===== config.mk =====
export PLATFORM = sky130hd
export DESIGN_NAME = computer_player
export DESIGN_NICKNAME = d
export VERILOG_FILES = /design/src/rtl/tow_pkg.sv /design/src/rtl/lfsr10.sv /design/src/rtl/computer_player.sv
export SDC_FILE = /design/constraint.sdc
export NUM_CORES = 1
export LEC_CHECK = 0
export BUFFER_PORTS_ARGS = -buffer_cell sky130_fd_sc_hd__buf_2
export CAP_MARGIN = 20
export CORE_AREA = 2 2 44 46
export DETAILED_ROUTE_END_ITERATION = 12
export DIE_AREA = 0 0 46 48
export GPL_TIMING_DRIVEN = 0
export MAX_ROUTING_LAYER = met4
export PLACE_DENSITY = 0.73
export SKIP_LAST_GASP = 1
export SYNTH_ARGS = -nofsm -noshare
export SYNTH_HDL_FRONTEND = slang
export SYNTH_SLANG_ARGS = --single-unit

===== constraint.sdc =====
create_clock -name Clock -period 1.61 [get_ports Clock]
set_input_delay 0 -clock Clock [delete_from_list [all_inputs] [get_ports Clock]]
set_output_delay 0 -clock Clock [all_outputs]
set_load 0.005 [all_outputs]

===== src/rtl/tow_pkg.sv =====
// Shared types and constants for the tug-of-war computer opponent.
package tow_pkg;

  typedef enum logic [1:0] {
    IDLE     = 2'd0,
    PRESS    = 2'd1,
    COOLDOWN = 2'd2
  } player_state_t;

  localparam int LFSR_W = 10;
  localparam int TAP_HI = 9;
  localparam int TAP_LO = 6;
  localparam logic [LFSR_W-1:0] DEFAULT_SEED = 10'h001;

  // x^10 + x^7 + 1 Fibonacci step; all-zero state is unreachable from a nonzero seed.
  function automatic logic [LFSR_W-1:0] lfsr_step(input logic [LFSR_W-1:0] q);
    return {q[LFSR_W-2:0], q[TAP_HI] ^ q[TAP_LO]};
  endfunction

endpackage


===== src/rtl/lfsr10.sv =====
// 10-bit maximal-length LFSR that steps only when advance is high.
module lfsr10
  import tow_pkg::*;
#(
  parameter logic [LFSR_W-1:0] SEED = DEFAULT_SEED
) (
  input  logic              Clock,
  input  logic              Reset,
  input  logic              advance,
  output logic [LFSR_W-1:0] q
);

  logic [LFSR_W-1:0] q_q;
  logic [LFSR_W-1:0] q_d;

  always_comb begin
    q_d = q_q;
    if (advance) q_d = lfsr_step(q_q);
  end

  always_ff @(posedge Clock) begin
    if (Reset) q_q <= SEED;
    else       q_q <= q_d;
  end

  assign q = q_q;

endmodule


===== src/rtl/computer_player.sv =====
// Automated right-side tug-of-war player: paced, pseudo-random single-cycle key presses.
//   state    | meaning
//   IDLE     | waiting for a tick; tick with lfsr < difficulty presses
//   PRESS    | press output high for exactly one cycle
//   COOLDOWN | next tick is consumed unevaluated, guaranteeing a release
module computer_player
  import tow_pkg::*;
#(
  parameter int                TICK_DIV = 4,
  parameter logic [LFSR_W-1:0] SEED     = DEFAULT_SEED
) (
  input  logic              Clock,
  input  logic              Reset,
  input  logic              win,
  input  logic              enable,
  input  logic [LFSR_W-1:0] difficulty,
  output logic              press,
  output logic [LFSR_W-1:0] lfsr_q
);

  localparam int CNT_W = (TICK_DIV > 2) ? $clog2(TICK_DIV) : 1;
  localparam logic [CNT_W-1:0] CNT_LAST = CNT_W'(TICK_DIV - 1);

  logic [CNT_W-1:0] cnt_q;
  logic [CNT_W-1:0] cnt_d;
  player_state_t    state_q;
  player_state_t    state_d;
  logic             tick;
  logic             hit;

  assign tick = enable && (cnt_q == CNT_LAST);
  assign hit  = (lfsr_q < difficulty);

  always_comb begin
    cnt_d = cnt_q;
    if (win)                  cnt_d = '0;
    else if (!enable)         cnt_d = cnt_q;
    else if (cnt_q == CNT_LAST) cnt_d = '0;
    else                      cnt_d = cnt_q + 1'b1;
  end

  always_ff @(posedge Clock) begin
    if (Reset) cnt_q <= '0;
    else       cnt_q <= cnt_d;
  end

  // The random source keeps running across rounds so successive rounds differ.
  lfsr10 #(.SEED(SEED)) u_lfsr (
    .Clock   (Clock),
    .Reset   (Reset),
    .advance (tick),
    .q       (lfsr_q)
  );

  always_ff @(posedge Clock) begin
    if (Reset) state_q <= IDLE;
    else       state_q <= state_d;
  end

  always_comb begin
    state_d = state_q;
    if (!enable || win) begin
      state_d = IDLE;
    end else begin
      case (state_q)
        IDLE:     if (tick && hit) state_d = PRESS;
        PRESS:    state_d = COOLDOWN;
        COOLDOWN: if (tick) state_d = IDLE;
        default:  state_d = IDLE;
      endcase
    end
  end

  always_comb begin
    press = (state_q == PRESS);
  end

endmodule

==> impl_metrics.toml, run 1 <==
[logic_synthesis]
synthDistinctLibCells = 21
synth.avg_cell_area_um2 = 8.47
yosysWarnings = 0
yosys.area.top_type = "dfxtp_1"
yosysSeqAreaShare_pct = 35.2
ys_seq_elements = 14
syn_area_um2 = 796
syn_nets = 118
synth_cells = 94
synth_area_leaders = "dfxtp_1, ha_1, nand2_1"
synth_top_area_share_pct = 35.2

[worst_setup_path]
worst_setup_path_end_kind = "register"
cp.arrival_ns = 1.61
required_ns = 1.77
worstPathMaxFanout = 3
worst-setup-path-type = "register to register"
cp-start-kind = "register"

[power_and_ir_drop]
p_leak_uw = 0.000477
max-vdd-ir-drop_mv = 0.361
power.internal_uw = 461
netSwitchingPower_uw = 126
power_density_nw_per_um2 = 594
swShare_pct = 21.5
seq_power_share_pct = 59.4
pwr-share-comb_pct = 9.0
clock_power_share_pct = 31.6

[floorplan]
start_util_pct = 47.1
rows = 15
die_y_um = 48
die-area_um2 = 2210
die_w_um = 46
core_area_um2 = 1690
pin_count = 25

[final_layout]
drive_gt1_share_pct = 26.6
nets = 150
area_delta_synth_final_pct = 24.4
n_antenna_cell = 0
final_cell_mix = "nand2_1, buf_2, a21oi_1, dfxtp_1, ha_1"
final_core_util_pct = 58.6

[timing]
fmax_ghz = 0.690
slew_viol_final = 0
rsz0062_at_grt = "no"
hold_violations = 0
maxSlewHeadroom_pct = 71.6
final.min_clock_period_ns = 1.45
holdWs_ns = 0.0421
fin_tns_setup_ns = 0
skew_ns = 0.00407
post-route-period-util_pct = 90.0
tightest_slew_ns = 0.427
setup-violations-final = 0

[route]
remaining_drc_errors = 0
dr.pass1.iters = 4
drtIter0Drc = 4
ant_nets = 0
dr_total_vias = 691
avgRoutedWirePerCell_um = 9.60
vias_per_cell = 4.90
drt-total-wl_mm = 1.35

[clocking]
h-tree-depth = 1
clkSinkCount = 14
clkTransAtPathRegs_ns = 0.08
cts_root_buf = "clkbuf_4"
cts_buffer_depth = 2
cts_setup_buffers = 0
insertion_delay_ns = 0.27
cts_tree = "yes"
numCtsBuffers = 3

[place]
place.gp.congestion = 0.698
port_buffers = 24
hpwlAfterDp_mm = 1.09

[grt]
grt.overflow.total = 0
grt.total_usage_pct = 14.9
grt_pass1_vias = 535
antenna_found_initial = 0
grt_pass1_wl_mm = 2.22
grt_max_degree = 11

[min_path]
hp-class = "input port to register"

[run]
maxCapViolCount = 0

[run_status]
outcome = "finished clean"
[final timing paths]
check	endpoint	cells past startpoint	slack, ns	start
setup / recovery	cnt_q[1]	4	0.16	cnt_q[0]
hold / removal	state_q[0]	3	0.04	enable
setup reg to reg	cnt_q[1]	4	0.16	cnt_q[0]
hold reg to reg	u_lfsr.q[1]	2	0.48	u_lfsr.q[0]
[cells by family (layout without fill, tap and decap cells)]
group / Yosys count / after routing / synth area share (%)
compound gates: 18 / 18 / 15.9
xor+xnor: 1 / 1 / 1.10
fa+ha+maj: 10 / 10 / 15.7
buf+inv: 12 / 42 / 8.65
flops: 14 / 14 / 35.2
mux: 2 / 2 / 2.52
simple gates: 37 / 37 / 20.9
[power groups by stage]
stage / Combinational (uW) / Clock (uW) / Sequential, uW
2_1_floorplan: 26.1 / 0 / 357
5_1_grt: 61.7 / 216 / 349
3_3_place_gp: 47.2 / 0 / 357
3_5_place_dp: 49.3 / 0 / 357
4_1_cts: 53.6 / 199 / 349
6_report: 52.9 / 186 / 349
[area by class of cell]
cell class	instances	area (um^2)
fillers	152	699
flip-flops and latches	14	280
clock buffers	3	22.5
repair buffers	27	150
plain buffers	3	35.0
inverters	9	33.8
well taps	17	21.3
multi-input cells	68	447
[repair_timing]
action                                 4_1_cts  5_1_grt
resized for setup                            0        0
hold buffers                                 3        0
endpoints found under the hold margin        3        0
[stage by stage]
stage	instances	setup slack, ns	cell area (um^2)	total power [uW]
floorplan	94	0.460	796	383
global placement	135	0.389	937	404
detailed placement	135	0.380	937	406
CTS	141	0.152	990	601
global route	141	0.0825	990	627
finish	141	0.161	990	588
[flip-flops by register name (all words and copies together), names as in the netlist]
signal    cells
state_q       2
cnt_q         2
u_lfsr.q     10
[worst max-delay path: stages, from the launching register on]
cell and delay, ns:
dfxtp_1 0.33, ha_1 0.29, mux2i_1 0.13, nor3_1 0.06, dlygate4sd3_1 0.54
[cell usage after synthesis]
cell       instances
inv_1              9
nand2_1           24
dfxtp_1           14
and2_4             1
nand2b_1           1
nor2b_1            1
clkbuf_1           1
xnor2_1            1
nor3_4             1
buf_6              1
a211o_1            1
o2111ai_4          1
ha_1              10
nand4_1            1
a211oi_2           1
a21oi_1           14
buf_12             1
nor2_1             6
mux2i_1            2
nor3_1             2
o221ai_1           1
[per-layer routing]
layer / routed length [um] / vias to the layer above / GRT usage (%)
met5: 0 / - / -
met4: 0 / 0 / 3.43
met3: 52 / 0 / 6.79
met2: 632 / 13 / 20.6
met1: 669 / 304 / 19.7
li1: - / 374 / -
No activity file was read; power rests on OpenSTA's default activity.
==> inputs of run 2 (changes only) <==
Settings changed: CORE_AREA 2 2 44 46 to 2 2 43 45, DIE_AREA 0 0 46 48 to 0 0 45 47, PLACE_DENSITY 0.73 to 0.76, TNS_END_PERCENT from default to 5.
Clock period 1.61 ns to 1.7 ns, I/O delays scaled along.
==> run 2 against run 1 <==
  * Critical path depth did not move
  * First-iteration DRC count grew 100%
  * Clock skew shrank 0.00089 ns
  * Sequential share of layout area increased by 0.29 points
  * Count of clock-buffer cells in the layout stayed put
  * Worst setup slack improved by 0.29 ns
==> impl_metrics.toml, run 2 (synthesis results as in run 1) <==
[run_status]
outcome = "finished clean"

[place]
port_buffers = 24
hpwlAfterDp_mm = 1.16
dpl_cell_area_um2 = 937
place.gp.congestion = 0.640

[clocking]
cts_tree = "yes"
clkTransAtPathRegs_ns = 0.08
cts_root_buf = "clkbuf_4"
insertion_delay_ns = 0.27
numCtsBuffers = 3
cts_setup_buffers = 0
clkSinkCount = 14
cts_buffer_depth = 2
h-tree-depth = 1

[floorplan]
die_w_um = 45
die-area_um2 = 2120
pin_count = 25
start_util_pct = 48.2
rows = 15
core_area_um2 = 1650
die_y_um = 47

[power_and_ir_drop]
max-vdd-ir-drop_mv = 0.599
power_density_nw_per_um2 = 573
p_leak_uw = 0.000471

[route]
vias_per_cell = 4.91
dr_total_vias = 688
ant_nets = 0
drtIter0Drc = 8
drt-total-wl_mm = 1.45
avgRoutedWirePerCell_um = 10.3
dr.pass1.iters = 4
remaining_drc_errors = 0

[timing]
final.min_clock_period_ns = 1.25
setup-violations-final = 0
rsz0062_at_grt = "no"
post-route-period-util_pct = 73.7
fin_tns_setup_ns = 0
fmax_ghz = 0.799
tightest_slew_ns = 0.422
slew_viol_final = 0
skew_ns = 0.00318
hold_violations = 0
maxSlewHeadroom_pct = 71.8

[grt]
grt.overflow.total = 0
grt_max_degree = 11
grt_pass1_wl_mm = 2.24
grt.total_usage_pct = 15.2
grt_pass1_vias = 570
antenna_found_initial = 0

[final_layout]
multiInputGateArea_um2 = 447
num-fill-cells = 166
largest_register_ffs = 10
drive_gt1_share_pct = 26.8
nets = 149
final_cell_mix = "nand2_1, buf_2, a21oi_1, dfxtp_1, ha_1"
n_antenna_cell = 0
area_delta_synth_final_pct = 23.1
design_area_um2 = 980
register_area_um2 = 280

[worst_setup_path]
cp.arrival_ns = 1.45
worstPathMaxFanout = 4
worst_setup_path_end_kind = "register"
cp-start-kind = "register"
r2r_slack_ns = 0.45
required_ns = 1.90
worst-setup-path-type = "register to register"

[run]
maxCapViolCount = 0

[min_path]
hp-class = "input port to register"
run 2: power breakdown:
| group | switching [uW] | total (uW) | internal (uW) |
|---|---|---|---|
| registers | 1.18 | 330 | 329 |
| logic | 24.8 | 50.0 | 25.2 |
| clock network | 99.1 | 181 | 81.9 |
| total | 125 | 561 | 436 |
run 2: per-layer routing:
metal | up-vias | track usage [%] | routed length, um
li1 | 372 | - | -
met1 | 303 | 16.6 | 636
met2 | 11 | 25.4 | 735
met5 | - | - | 0
met4 | 0 | 4.71 | 14
met3 | 2 | 6.15 | 60
run 2: final cells by class:
| class | count | area share, % |
|---|---|---|
| plain buffers | 3 | 3.58 |
| clock buffers | 3 | 2.30 |
| inverters | 9 | 3.45 |
| multi-input cells | 68 | 45.6 |
| flip-flops and latches | 14 | 28.6 |
| well taps | 17 | 2.17 |
| repair buffers | 26 | 14.3 |
run 2: metrics by stage:
step	utilization (%)	setup WS, ns	power [uW]	cells	hold slack, ns
after floorplan	-	0.550	363	94	0.0768
after global placement	56.7	0.483	383	135	0.196
after detailed placement	56.7	0.464	385	135	0.199
after CTS	59.3	0.434	571	140	0.0431
after global routing	59.3	0.366	590	140	0.0580
final	59.3	0.448	561	140	0.0477
run 2: worst paths after layout:
kind / cells after the start / from / endpoint
max: 4 / u_lfsr.q[5] / state_q[0]
min: 3 / enable / state_q[0]
max reg2reg: 4 / u_lfsr.q[5] / state_q[0]
min reg2reg: 2 / u_lfsr.q[3] / u_lfsr.q[4]
run 2: critical path, cell delays in order, from the launching register on:
cell and delay (ns):
dfxtp_1 0.34, ha_1 0.30, a21oi_1 0.16, o221ai_1 0.17
a211oi_2 0.21
run 2: what timing repair did:
item,CTS,global route
gates resized for setup,0,0
endpoints found under the hold margin,3,0
setup endpoints to repair,0,0
hold buffers,2,0
